`src/rtl/load_store_unit_pkg.sv`:
```
// Shared definitions for the load/store unit: RV32I width codes, FSM state
// type and small decode helpers used by the top and the alignment datapath.
package load_store_unit_pkg;

  // RV32I load/store funct3 width codes
  localparam logic [2:0] F3_B  = 3'b000;
  localparam logic [2:0] F3_H  = 3'b001;
  localparam logic [2:0] F3_W  = 3'b010;
  localparam logic [2:0] F3_BU = 3'b100;
  localparam logic [2:0] F3_HU = 3'b101;

  typedef enum logic [2:0] {
    ST_IDLE,
    ST_RD,
    ST_WAIT,
    ST_WR,
    ST_DONE
  } state_e;

  // Stores only know B/H/W; loads additionally have the unsigned B/H forms.
  function automatic logic f3_valid(input logic we, input logic [2:0] f3);
    if (we) return (f3 == F3_B) || (f3 == F3_H) || (f3 == F3_W);
    return (f3 == F3_B) || (f3 == F3_H) || (f3 == F3_W) ||
           (f3 == F3_BU) || (f3 == F3_HU);
  endfunction

  // Natural alignment of the access width against the low address bits.
  function automatic logic f3_misaligned(input logic [2:0] f3, input logic [1:0] addr_lo);
    case (f3)
      F3_H, F3_HU: return addr_lo[0];
      F3_W:        return addr_lo != 2'b00;
      default:     return 1'b0;
    endcase
  endfunction

endpackage

```
`src/rtl/load_store_unit_if.sv`:
```
// Core-request and data-memory signals of the load/store unit bundled into one
// interface. Signal names carry the direction as seen from the LSU.
// modport master: the LSU itself (initiator of memory cycles).
// modport slave : the surroundings (execute stage + data memory).
interface load_store_unit_if #(
  parameter int ADDR_W = 32
);
  // core request side
  logic              i_req;
  logic              i_we;
  logic [2:0]        i_funct3;
  logic [ADDR_W-1:0] i_addr;
  logic [31:0]       i_wdata;
  logic              o_busy;
  logic              o_done;
  logic              o_fault;
  logic [31:0]       o_rdata;
  // data memory side
  logic [ADDR_W-1:0] o_mem_addr;
  logic [31:0]       o_mem_wd;
  logic              o_mem_wen;
  logic              o_mem_ren;
  logic [31:0]       i_mem_rd;

  modport master (
    input  i_req, i_we, i_funct3, i_addr, i_wdata, i_mem_rd,
    output o_busy, o_done, o_fault, o_rdata,
    output o_mem_addr, o_mem_wd, o_mem_wen, o_mem_ren
  );

  modport slave (
    output i_req, i_we, i_funct3, i_addr, i_wdata, i_mem_rd,
    input  o_busy, o_done, o_fault, o_rdata,
    input  o_mem_addr, o_mem_wd, o_mem_wen, o_mem_ren
  );
endinterface

```
`src/rtl/load_store_unit_align.sv`:
```
// Combinational lane handling for the load/store unit: sign/zero extension of
// loaded data and the byte/halfword merge used by the SB/SH read-modify-write.
// Target data always sits in lane 0 because memory is addressed per byte.
module load_store_unit_align
  import load_store_unit_pkg::*;
(
  input  logic [2:0]  f3,
  input  logic [31:0] mem_rd,
  input  logic [31:0] wdata,
  output logic [31:0] load_data,
  output logic [31:0] merge_data
);

  // Extend the lane-0 field of the read word according to the load width.
  // NOTE: every output of a combinational block gets a default first, so no path leaves it unassigned and infers a latch.
  always_comb begin
    load_data = mem_rd;
    case (f3)
      F3_B:    load_data = {{24{mem_rd[7]}}, mem_rd[7:0]};
      F3_H:    load_data = {{16{mem_rd[15]}}, mem_rd[15:0]};
      F3_BU:   load_data = {24'h0, mem_rd[7:0]};
      F3_HU:   load_data = {16'h0, mem_rd[15:0]};
      default: load_data = mem_rd;
    endcase
  end

  // Overlay the store bytes onto the word just read; upper bytes are preserved.
  always_comb begin
    merge_data = wdata;
    case (f3)
      F3_B:    merge_data = {mem_rd[31:8], wdata[7:0]};
      F3_H:    merge_data = {mem_rd[31:16], wdata[15:0]};
      default: merge_data = wdata;
    endcase
  end

endmodule

```
`src/rtl/load_store_unit.sv`:
```
// Load/store unit: initiator side of the data-memory interface. Converts RV32I
// load/store requests into word-wide memory read/write cycles; SB/SH are done
// as read-modify-write, loads are extended from lane 0.
// Optional build macro: MISALIGN_TRAP_EN -- misaligned H/W accesses take the
// fault path instead of being issued to the byte-granular memory.
module load_store_unit
  import load_store_unit_pkg::*;
#(
  parameter int ADDR_W = 32
) (
  input  logic              i_clk,
  input  logic              i_rst,
  load_store_unit_if.master bus
);

  state_e            state_q, state_d;
  logic [ADDR_W-1:0] addr_q, addr_d;
  logic              we_q, we_d;
  logic [2:0]        f3_q, f3_d;
  logic [31:0]       wdata_q, wdata_d;
  logic [31:0]       wd_q, wd_d;
  logic [31:0]       rdata_q, rdata_d;
  logic              fault_q, fault_d;

  logic              reject;
  logic [31:0]       load_data;
  logic [31:0]       merge_data;

  load_store_unit_align u_align (
    .f3         (f3_q),
    .mem_rd     (bus.i_mem_rd),
    .wdata      (wdata_q),
    .load_data  (load_data),
    .merge_data (merge_data)
  );

  // Next-state and register updates for the access sequencer.
  always_comb begin
    state_d = state_q;
    addr_d  = addr_q;
    we_d    = we_q;
    f3_d    = f3_q;
    wdata_d = wdata_q;
    wd_d    = wd_q;
    rdata_d = rdata_q;
    fault_d = fault_q;
    reject  = 1'b0;

    unique case (state_q)
      ST_IDLE: begin
        if (bus.i_req) begin
          addr_d  = bus.i_addr;
          we_d    = bus.i_we;
          f3_d    = bus.i_funct3;
          wdata_d = bus.i_wdata;
`ifdef MISALIGN_TRAP_EN
          reject  = !f3_valid(bus.i_we, bus.i_funct3) ||
                    f3_misaligned(bus.i_funct3, bus.i_addr[1:0]);
`else
          reject  = !f3_valid(bus.i_we, bus.i_funct3);
`endif
          fault_d = reject;
          if (reject) begin
            state_d = ST_DONE;
          end else if (bus.i_we && (bus.i_funct3 == F3_W)) begin
            // full-word store needs no read: write data is final right away
            wd_d    = bus.i_wdata;
            state_d = ST_WR;
          end else begin
            state_d = ST_RD;
          end
        end
      end
      ST_RD: begin
        state_d = ST_WAIT;
      end
      ST_WAIT: begin
        // read data is valid now, one cycle after the read enable
        if (we_q) begin
          wd_d    = merge_data;
          state_d = ST_WR;
        end else begin
          rdata_d = load_data;
          state_d = ST_DONE;
        end
      end
      ST_WR: begin
        state_d = ST_DONE;
      end
      ST_DONE: begin
        state_d = ST_IDLE;
      end
      default: begin
        state_d = ST_IDLE;
      end
    endcase
  end

  // Control and output registers: synchronous active-high reset.
  // NOTE: sequential state uses non-blocking assignments so every flop samples pre-edge values.
  always_ff @(posedge i_clk) begin
    if (i_rst) begin
      state_q <= ST_IDLE;
      wd_q    <= 32'h0;
      rdata_q <= 32'h0;
      fault_q <= 1'b0;
    end else begin
      state_q <= state_d;
      wd_q    <= wd_d;
      rdata_q <= rdata_d;
      fault_q <= fault_d;
    end
  end

  // Latched request fields; only meaningful while busy.
  // NOTE: these datapath registers are deliberately not reset; they are always loaded before they are used.
  always_ff @(posedge i_clk) begin
    addr_q  <= addr_d;
    we_q    <= we_d;
    f3_q    <= f3_d;
    wdata_q <= wdata_d;
  end

  assign bus.o_busy     = (state_q != ST_IDLE);
  assign bus.o_done     = (state_q == ST_DONE);
  assign bus.o_fault    = (state_q == ST_DONE) && fault_q;
  assign bus.o_rdata    = rdata_q;
  assign bus.o_mem_addr = addr_q;
  assign bus.o_mem_wd   = wd_q;
  // Enables are gated by reset so an abort never completes a partial RMW write.
  assign bus.o_mem_ren  = (state_q == ST_RD) && !i_rst;
  assign bus.o_mem_wen  = (state_q == ST_WR) && !i_rst;

endmodule

```
`src/flat_wrapper.sv`:
```
// flat-port wrapper written by rule: the top's interface ports become plain ports
module load_store_unit_flat import load_store_unit_pkg::*;
#(
  parameter int ADDR_W = 32
)
  (i_clk, i_rst, bus_i_req, bus_i_we, bus_i_funct3, bus_i_addr, bus_i_wdata, bus_i_mem_rd, bus_o_busy, bus_o_done, bus_o_fault, bus_o_rdata, bus_o_mem_addr, bus_o_mem_wd, bus_o_mem_wen, bus_o_mem_ren);
  load_store_unit_if #(.ADDR_W(ADDR_W)) bus_i ();
  input  logic i_clk;
  input  logic i_rst;
  input wire logic [$bits(bus_i.i_req)-1:0] bus_i_req;
  input wire logic [$bits(bus_i.i_we)-1:0] bus_i_we;
  input wire logic [$bits(bus_i.i_funct3)-1:0] bus_i_funct3;
  input wire logic [$bits(bus_i.i_addr)-1:0] bus_i_addr;
  input wire logic [$bits(bus_i.i_wdata)-1:0] bus_i_wdata;
  input wire logic [$bits(bus_i.i_mem_rd)-1:0] bus_i_mem_rd;
  output wire logic [$bits(bus_i.o_busy)-1:0] bus_o_busy;
  output wire logic [$bits(bus_i.o_done)-1:0] bus_o_done;
  output wire logic [$bits(bus_i.o_fault)-1:0] bus_o_fault;
  output wire logic [$bits(bus_i.o_rdata)-1:0] bus_o_rdata;
  output wire logic [$bits(bus_i.o_mem_addr)-1:0] bus_o_mem_addr;
  output wire logic [$bits(bus_i.o_mem_wd)-1:0] bus_o_mem_wd;
  output wire logic [$bits(bus_i.o_mem_wen)-1:0] bus_o_mem_wen;
  output wire logic [$bits(bus_i.o_mem_ren)-1:0] bus_o_mem_ren;
  assign bus_i.i_req = bus_i_req;
  assign bus_i.i_we = bus_i_we;
  assign bus_i.i_funct3 = bus_i_funct3;
  assign bus_i.i_addr = bus_i_addr;
  assign bus_i.i_wdata = bus_i_wdata;
  assign bus_i.i_mem_rd = bus_i_mem_rd;
  assign bus_o_busy = bus_i.o_busy;
  assign bus_o_done = bus_i.o_done;
  assign bus_o_fault = bus_i.o_fault;
  assign bus_o_rdata = bus_i.o_rdata;
  assign bus_o_mem_addr = bus_i.o_mem_addr;
  assign bus_o_mem_wd = bus_i.o_mem_wd;
  assign bus_o_mem_wen = bus_i.o_mem_wen;
  assign bus_o_mem_ren = bus_i.o_mem_ren;
  load_store_unit #(.ADDR_W(ADDR_W)) u_core (.i_clk(i_clk), .i_rst(i_rst), .bus(bus_i));
endmodule
```
`config.mk`:
```
export PLATFORM = sky130hd
export DESIGN_NAME = load_store_unit_flat
export DESIGN_NICKNAME = d
export VERILOG_FILES = /design/src/rtl/load_store_unit_pkg.sv /design/src/rtl/load_store_unit_if.sv /design/src/rtl/load_store_unit_align.sv /design/src/rtl/load_store_unit.sv /design/src/flat_wrapper.sv
export SDC_FILE = /design/constraint.sdc
export NUM_CORES = 1
export LEC_CHECK = 0
export BUFFER_PORTS_ARGS = -buffer_cell sky130_fd_sc_hd__buf_4
export CORE_ASPECT_RATIO = 1.75
export CORE_MARGIN = 3
export CORE_UTILIZATION = 50
export DETAILED_ROUTE_END_ITERATION = 10
export HOLD_SLACK_MARGIN = 0.03
export PLACE_DENSITY = 0.85
export SYNTH_ARGS = -nofsm -noshare
export SYNTH_HDL_FRONTEND = slang
export SYNTH_HIERARCHICAL = 1
export SYNTH_SLANG_ARGS = --single-unit
export TNS_END_PERCENT = 1
```
`constraint.sdc`:
```
create_clock -name i_clk -period 4.25 [get_ports i_clk]
set_input_delay 0.2125 -clock i_clk [delete_from_list [all_inputs] [get_ports i_clk]]
set_output_delay 0.2125 -clock i_clk [all_outputs]
set_load 0.01 [all_outputs]
```
; Yosys cells after proc, flatten, opt, wreduce, memory -nomap -nowiden
; Cells that the tools add are included.
[word_totals]
reg_bits = 136
in_bits = 103
elab_cells = 61
[classes]
eq_ne = 15
mux = 19
bitwise = 1
n_reduce_logical = 18
[ops]
columns = cell, count
row1 = $mux W32, 4
row2 = $pmux W32 S2, 2
row3 = $pmux W32 S4, 1
row4 = $eq A3 B3 Y1 const B, 5
row5 = $pmux W3 S4, 1
row6 = $eq A3 B1 Y1 const B, 3
row7 = $eq A3 B2 Y1 const B, 3
row8 = $logic_not A3 Y1, 3
row9 = $mux W3, 3
row10 = $mux W1, 7
row11 = $ne A2 B1 Y1 const B, 3
row12 = $reduce_and A5 Y1, 1
row13 = $logic_and A1 B1 Y1, 4
row14 = $logic_or A1 B1 Y1, 4
row15 = $reduce_and A2 Y1, 2
row16 = $reduce_bool A3 Y1, 1
row17 = $logic_not A1 Y1, 2
row18 = $mux W2, 1
row19 = $ne A2 B2 Y1 const B, 1
row20 = $reduce_bool A2 Y1, 1
row21 = $not A1 Y1, 1

; Depth between registers and ports, before layout
; Gate-level depths: netlist of run 1.
[logic_depth]
depth_word = 11
mapped_depth = 6
mapped_depth_nobuf = 4

; Hierarchy
; Netlist of run 1, hierarchy kept.
[by_module_without_submodules]
columns = module, instances, cells_per_inst, area_per_inst_um2, seq_area_each_um2
row1 = load_store_unit, 1, 387, 5146.2, 3403.3
row2 = load_store_unit_align, 1, 93, 770.7, 0.0

; Worst setup path after synthesis of run 1
; OpenSTA, ideal clock, no wires.
[synth_path]
path_kind = register -> register
start = register u_core.state_q[2]
end = register u_core.wd_q[0], in the netlist u_core/bus.o_mem_wd[0]
setup_time_ps = 87
t_arrival_ps = 3617
path_slack_ps = 546
stages_incl_launch_ff = 5
n_path_buf = 1
cell_sequence = dfxtp_1 -> nor4b_4 -> nand2_1 -> buf_2 -> a221oi_2
[synth_via]
elab_chain_len = 3
elab_cells_between_ends = 9
[synth_rtl]
columns = item, line_no
row1 = "start, declared", load_store_unit.sv:16  ; state_e state_q, state_d;
row2 = "start signal, assigned", load_store_unit.sv:108  ; state_q <= state_d;
row3 = $eq A3 B2 Y1 or $logic_not A3 Y1 (tied branches), load_store_unit.sv:49  ; unique case (state_q)
row4 = $ne A2 B1 Y1 (no source line) (tied with other cells), -
row5 = $reduce_and A5 Y1 (no source line), -
row6 = "end signal, assigned", load_store_unit.sv:109  ; wd_q <= wd_d;
row7 = "end, declared", load_store_unit.sv:21  ; logic [31:0] wd_q, wd_d;
; Several ways; a longest one is shown, not always the timed one.
; A chain may end at the register's enable or synchronous reset.

; Final worst setup path of run 1
[layout_path]
start = register u_core.state_q[1]
end = register u_core.wd_q[30], in the netlist u_core/bus.o_mem_wd[30]
; The elaborated chain is that of the path after synthesis.

==> flow_summary.json, run 1 <==
{
  "crit_start": "u_core/state_q[1]",
  "critPathLaunchType": "flop",
  "grt_pass1_wl_um": 24200,
  "final_area_um2": 8580,
  "grtUsageMet2": 0.420,
  "whs_path_depth": 3,
  "grt_overflow": 0,
  "ios": 204,
  "fp.dieArea_um2": 13200,
  "grt_use_met3": 0.0419,
  "worstPathCellList": "nor3b_4, buf_4, mux2i_1, a221oi_2",
  "numPortBuffers": 203,
  "slowest_delay_ps": 850,
  "synth_flop_cell": "edfxtp_1",
  "cellPowerDensity_nw_per_um2": 411,
  "p_seq_frac": 0.433,
  "r2r_slack_ps": 1620,
  "clock-skew-final_ps": 8.98,
  "tns_ps": 0,
  "fin_crit_ps": 2630,
  "fp.dieH_um": 150,
  "cts_root_buffer": "clkbuf_16",
  "antenna_found_initial": 0,
  "post_cts_resized": 0,
  "critPathSlowestCell": "nor3b_4",
  "ys_top_cells_by_area": "edfxtp_1 35%, dfxtp_1 23%, a221oi_2 7.6%",
  "hp-class": "primary input to flop",
  "place_congestion": 0.894,
  "p_int_mw": 2.68,
  "synth_cells": 480,
  "row_count": 52,
  "ys_seq_area_frac": 0.575,
  "first_iter_violations": 253,
  "netlist_area_um2": 5920,
  "nets": 825,
  "h-tree-depth": 4,
  "gr-max-usage-layer": "met2",
  "dpl.hpwl_um": 10800,
  "outcome": "complete, no violations",
  "hold_path_startpoint": "bus_i_mem_rd[5]",
  "drc": 0,
  "finalMaxSlewViolations": 0,
  "switchingPower_mw": 0.843,
  "vias": 4706,
  "required_ps": 4490,
  "core_area_um2": 11600,
  "p_sw_frac": 0.239,
  "whs_ps": 52.6,
  "dr.pass1.iters": 4,
  "power_mw": 3.53,
  "grt_pass1_vias": 4707,
  "pwr-share-comb": 0.141,
  "cts-hold-fix-buffers": 68,
  "clock-sinks": 136,
  "antenna_left": 0,
  "n_antenna_cell": 0,
  "critical_path.max_fanout": 19,
  "synth_edf_count": 68,
  "avgSynthCellArea_um2": 12.3,
  "rsz0062_at_grt": "no",
  "finalWirelength_um": 16300,
  "arrival_ps": 2880,
  "synth-seq-cells": 136,
  "met1_usage": 0.271,
  "maxCapViolations": 0,
  "critical_path_class": "flop to flop",
  "clk_pin_slew_ps": 60,
  "die_w_um": 88.2,
  "fin_crit_sh": 0.620,
  "min_to": "u_core/bus.o_rdata[5]",
  "drive_gt1_frac": 0.415,
  "rr_startpoint": "u_core/state_q[1]",
  "clk_latency_ps": 410,
  "p_leak_nw": 3.44,
  "wl_per_cell_um": 18.7,
  "synth_area_leader_cell": "edfxtp_1",
  "rr_worst_depth": 4,
  "yosysUniqueCellTypes": 35,
  "cts_buffers": 17,
  "final_hold_viol_count": 0,
  "setup_violations": 0,
  "synth-async-reset-ratio": 0,
  "grt_max_degree": 67,
  "max_freq_mhz": 380,
  "cts_tree": "done",
  "worstSetupEndpointType": "flop",
  "place_area_um2": 7290,
  "post_cts_buffers": 0,
  "ir_drop_mv": 0.312,
  "start_util": 0.511,
  "postSynthNetCount": 583,
  "area_delta_synth_final_pct": 45.0,
  "clockPowerShare": 0.426,
  "ys_warn_count": 6,
  "grt_usage": 0.241,
  "cts_max_path_buffers": 2,
  "worstMarginPinSlew_ps": 1120,
  "vias_per_cell": 5.41,
  "yosys.area.top_type_share": 0.345,
  "slew_headroom": 0.251,
  "reg2reg_to": "u_core/bus.o_mem_wd[30]"
}
[worst max-delay path, delay by kind of cell, from the launching register on]
kind	cells	cell delay, ps
buffers and inverters	1	480
AO/OA/AOI/OAI	1	120
multiplexers	1	400
AND/OR/NAND/NOR	1	850
flip-flops	1	610
[metrics by stage]
stage,worst slack [ps],instances,util
after floorplan,546,480,-
after global placement,1800,770,0.629
after detailed placement,1650,770,0.629
after CTS,1660,870,0.741
after global routing,1460,870,0.741
final,1620,870,0.741
[worst max-delay path by stage]
stage	endpoint	slack (ps)	depth (start not counted)
global route	u_core/bus.o_mem_wd[23]	1460	4
floorplan	u_core/bus.o_mem_wd[0]	550	4
CTS	u_core/bus.o_mem_wd[23]	1660	4
detailed placement	u_core/bus.o_mem_wd[22]	1650	4
global placement	u_core/bus.o_mem_wd[31]	1800	5
finish	u_core/bus.o_mem_wd[30]	1620	4
[logic make-up after synthesis]
| family | after synthesis | share of synthesized area |
|---|---|---|
| and+or+nand+nor | 137 | 0.107 |
| DFF | 136 | 0.575 |
| AOI/OAI and AO/OA | 96 | 0.140 |
| muxes | 57 | 0.110 |
| buffers and inverters | 54 | 0.0681 |
[cells in the mapped netlist (all sizes together) (10+ instances only)]
cell and n:
nand2 82, dfxtp 68, edfxtp 68, buf 43, nor2 36, a21oi 34
mux2i 33, a221oi 32, mux2 24, o21ai 16, clkbuf 11, a21o 10
[area by class of cell]
class,instances,area (um^2)
sequential,136,3400
timing repair buffer,277,2250
clock buffer,19,443
tap,135,169
clock inverter,13,168
multi-input combinational,290,2140
fill,746,3000
[power groups by stage]
stage               logic (mW)  registers, mW  clock network, mW
floorplan                0.243           1.56                  0
global placement         0.424           1.55                  0
detailed placement       0.439           1.55                  0
CTS                      0.492           1.52               1.53
global route             0.530           1.53               1.58
finish                   0.498           1.53               1.50
[metal layers]
metal,up-vias,wire (um)
li1,2210,-
met1,2253,6060
met2,198,8640
met3,45,848
met4,0,704
met5,-,0
[placed cells by master, fill, tap and decap left out, types with 2 or more instances in the layout]
master         netlist  final
nand2b_1             2      2
nand2_1             82     81
clkinv_2             0      2
clkinv_4             0      2
nor2_1              36     36
o21ai_0             16     16
and3_1               2      2
mux2i_1             33     33
clkinvlp_4           0      2
nor4b_4              2      3
dfxtp_1             68     68
a21oi_1             34     34
a221oi_1             2      2
bufinv_16            0      3
mux2_2              10     10
a21o_1              10      9
inv_6                0      4
clkbuf_16            0     17
a221oi_2            30     30
edfxtp_1            68     68
mux2_4              14     14
or2_2                2      2
dlygate4sd3_1        0     68
buf_4               17    209
[state kept, by name (all words and copies together), names as in the netlist]
name,flops
u_core/bus.o_rdata,32
u_core/wdata_q,32
u_core/bus.o_mem_addr,32
u_core/f3_q,3
u_core/we_q,1
u_core/bus.o_mem_wd,32
u_core/state_q,3
u_core/fault_q,1
No activity file was read; power rests on OpenSTA's default activity.
==> inputs of run 2 (changes only) <==
Settings changed: ABC_AREA from default to 1, CORE_UTILIZATION 50 to 45, PLACE_DENSITY 0.85 to 0.81.
Clock period 4.25 ns to 2.3 ns, I/O delays scaled along.
==> run 2 against run 1 <==
Sequential share of layout area shrank 1.6 points. Global-route usage grew 4.1 points. Die area grew 12%. Flip-flop and latch count is the same. Synthesized area grew 1.2%. Register-to-register slack lost 1400 ps. Clock skew grew 11 ps.
==> flow_summary.json, run 2 <==
{
  "synth_most_common_cell": "nand2_1",
  "grt_pass1_vias": 6094,
  "rsz0062_at_grt": "no",
  "drc": 0,
  "grt_pass1_wl_um": 32100,
  "nFillCells": 945,
  "fin_crit_sh": 0.913,
  "synth_cells": 723,
  "start_util": 0.460,
  "arrival_ps": 2400,
  "grt_overflow": 0,
  "clock-skew-final_ps": 19.7,
  "grt_usage": 0.282,
  "max_freq_mhz": 476,
  "slowest_delay_ps": 410,
  "power_mw": 7.26,
  "die_w_um": 93.2,
  "slew_headroom": 0.531,
  "maxCapViolations": 0,
  "cts_tree": "done",
  "synth_edf_count": 68,
  "ios": 204,
  "critPathSlowestCell": "clkinv_2",
  "clock-sinks": 136,
  "cts_buffers": 17,
  "fp.dieArea_um2": 14800,
  "outcome": "complete, no violations",
  "utilization": 0.688,
  "final_hold_viol_count": 0,
  "ys_warn_count": 6,
  "grt_max_degree": 45,
  "synth_area_leader_cell": "edfxtp_1",
  "core_area_um2": 13000,
  "yosysUniqueCellTypes": 24,
  "finalWirelength_um": 20300,
  "drive_gt1_frac": 0.270,
  "numPortBuffers": 203,
  "mostFrequentLayoutCells": "215 x buf_4, 179 x nand2_1, 133 x nor2_1",
  "worstPathCellList": "nor2_4, nand2_2, nor2_4, clkinv_2, o21ai_2, nor2_4, buf_4, nor2_1, nor2_1",
  "antenna_left": 0,
  "vias_per_cell": 5.17,
  "place_congestion": 0.883,
  "tns_ps": 0,
  "synth-seq-cells": 136,
  "cts_root_buffer": "clkbuf_16",
  "worstSetupEndpointType": "flop",
  "nets": 1079,
  "ys_seq_area_frac": 0.568,
  "critPathBufInv": 2,
  "dr.pass1.iters": 5,
  "setup_violations": 0,
  "critPathTopFamily": "simple AND/OR/NAND/NOR gates",
  "critical_path_class": "flop to flop",
  "clk_latency_ps": 430,
  "fin_crit_ps": 2100,
  "first_iter_violations": 598,
  "row_count": 55,
  "vias": 6014,
  "h-tree-depth": 4,
  "pre_cts_ws_ps": 340,
  "yosys.area.top_type_share": 0.341,
  "postSynthNetCount": 826,
  "wl_per_cell_um": 17.5,
  "clk_pin_slew_ps": 70,
  "critPathLaunchType": "flop",
  "dpl.hpwl_um": 12100,
  "area_delta_synth_final_pct": 49.3,
  "hp-class": "primary input to flop",
  "antenna_found_initial": 3,
  "critical_path.max_fanout": 33,
  "synth_flop_cell": "edfxtp_1",
  "netlist_area_um2": 5990,
  "synth-async-reset-ratio": 0,
  "worstMarginPinSlew_ps": 703,
  "fp.dieH_um": 159,
  "avgSynthCellArea_um2": 8.28,
  "cp_common_cell": "nor2_4",
  "ys_top_cells_by_area": "edfxtp_1 34%, dfxtp_1 23%, nand2_1 11%",
  "post_cts_buffers": 0,
  "cts_max_path_buffers": 2,
  "required_ps": 2600,
  "ir_drop_mv": 0.751,
  "finalMaxSlewViolations": 0,
  "synthTopCellsByCount": "179 x nand2_1, 133 x nor2_1, 92 x nand3_1, 68 x dfxtp_1, 68 x edfxtp_1",
  "p_leak_nw": 4.30,
  "whs_ps": 64.5,
  "layout_commonest_cell": "buf_4",
  "cellPowerDensity_nw_per_um2": 812,
  "worst_slack_ps": 200
}
-- run 2: repair_timing --
item,4_1_cts,5_1_grt
endpoints found under the hold margin,76,0
setup endpoints to repair,0,1
gates resized for setup,0,1
hold buffers,76,0
-- run 2: report_power, final --
part           internal (mW)  leakage, nW  switching [mW]
clock                   1.67        0.304            1.23
combinational          0.621         2.79           0.807
sequential              2.81         1.20           0.118
total                   5.10         4.30            2.16
-- run 2: area by class of cell --
class	instances	area, um^2	share of cell area
Sequential cell	136	3400	0.381
Inverter	45	174	0.0194
Multi-Input combinational cell	483	2100	0.235
Tap cell	171	214	0.0239
Clock buffer	17	425	0.0476
Antenna cell	3	7.51	0.000840
Timing Repair Buffer	293	2410	0.270
Clock inverter	15	200	0.0224
-- run 2: cells by family (layout without fill, tap and decap cells) --
kind of cell / Yosys count / after routing / synth area share
other: 0 / 3 / 0
AO/OA/AOI/OAI: 64 / 64 / 0.0547
buffers and inverters: 104 / 370 / 0.0817
AND/OR/NAND/NOR: 419 / 419 / 0.295
flip-flops: 136 / 136 / 0.568
-- run 2: final timing paths --
path                                 from                       to  cells past startpoint  slack [ps]
setup / recovery        u_core/state_q[0]   u_core/bus.o_mem_wd[5]                      9         200
hold / removal           bus_i_mem_rd[26]   u_core/bus.o_rdata[26]                      5          60
setup reg to reg        u_core/state_q[0]   u_core/bus.o_mem_wd[5]                      9         200
hold reg to reg   u_core/bus.o_mem_wd[17]  u_core/bus.o_mem_wd[17]                      2         480
-- run 2: stage by stage --
stage          cells  area (um^2)
5_1_grt         1163         8940
2_1_floorplan    723         5990
4_1_cts         1160         8930
3_3_place_gp    1052         7550
6_report        1163         8940
3_5_place_dp    1052         7550
-- run 2: worst register-to-register path: cells and delay by family, from the launching register on --
kind	cells	cell delay (ps)
compound gates	1	230
buf+inv	2	630
flops	1	370
simple gates	6	740
-- run 2: metal layers --
layer,track usage,share of wire,vias to the layer above
met3,0.0662,0.072,94
met5,0,0,-
met2,0.495,0.52,368
met1,0.299,0.34,2715
met4,0.184,0.062,0
li1,-,-,2837
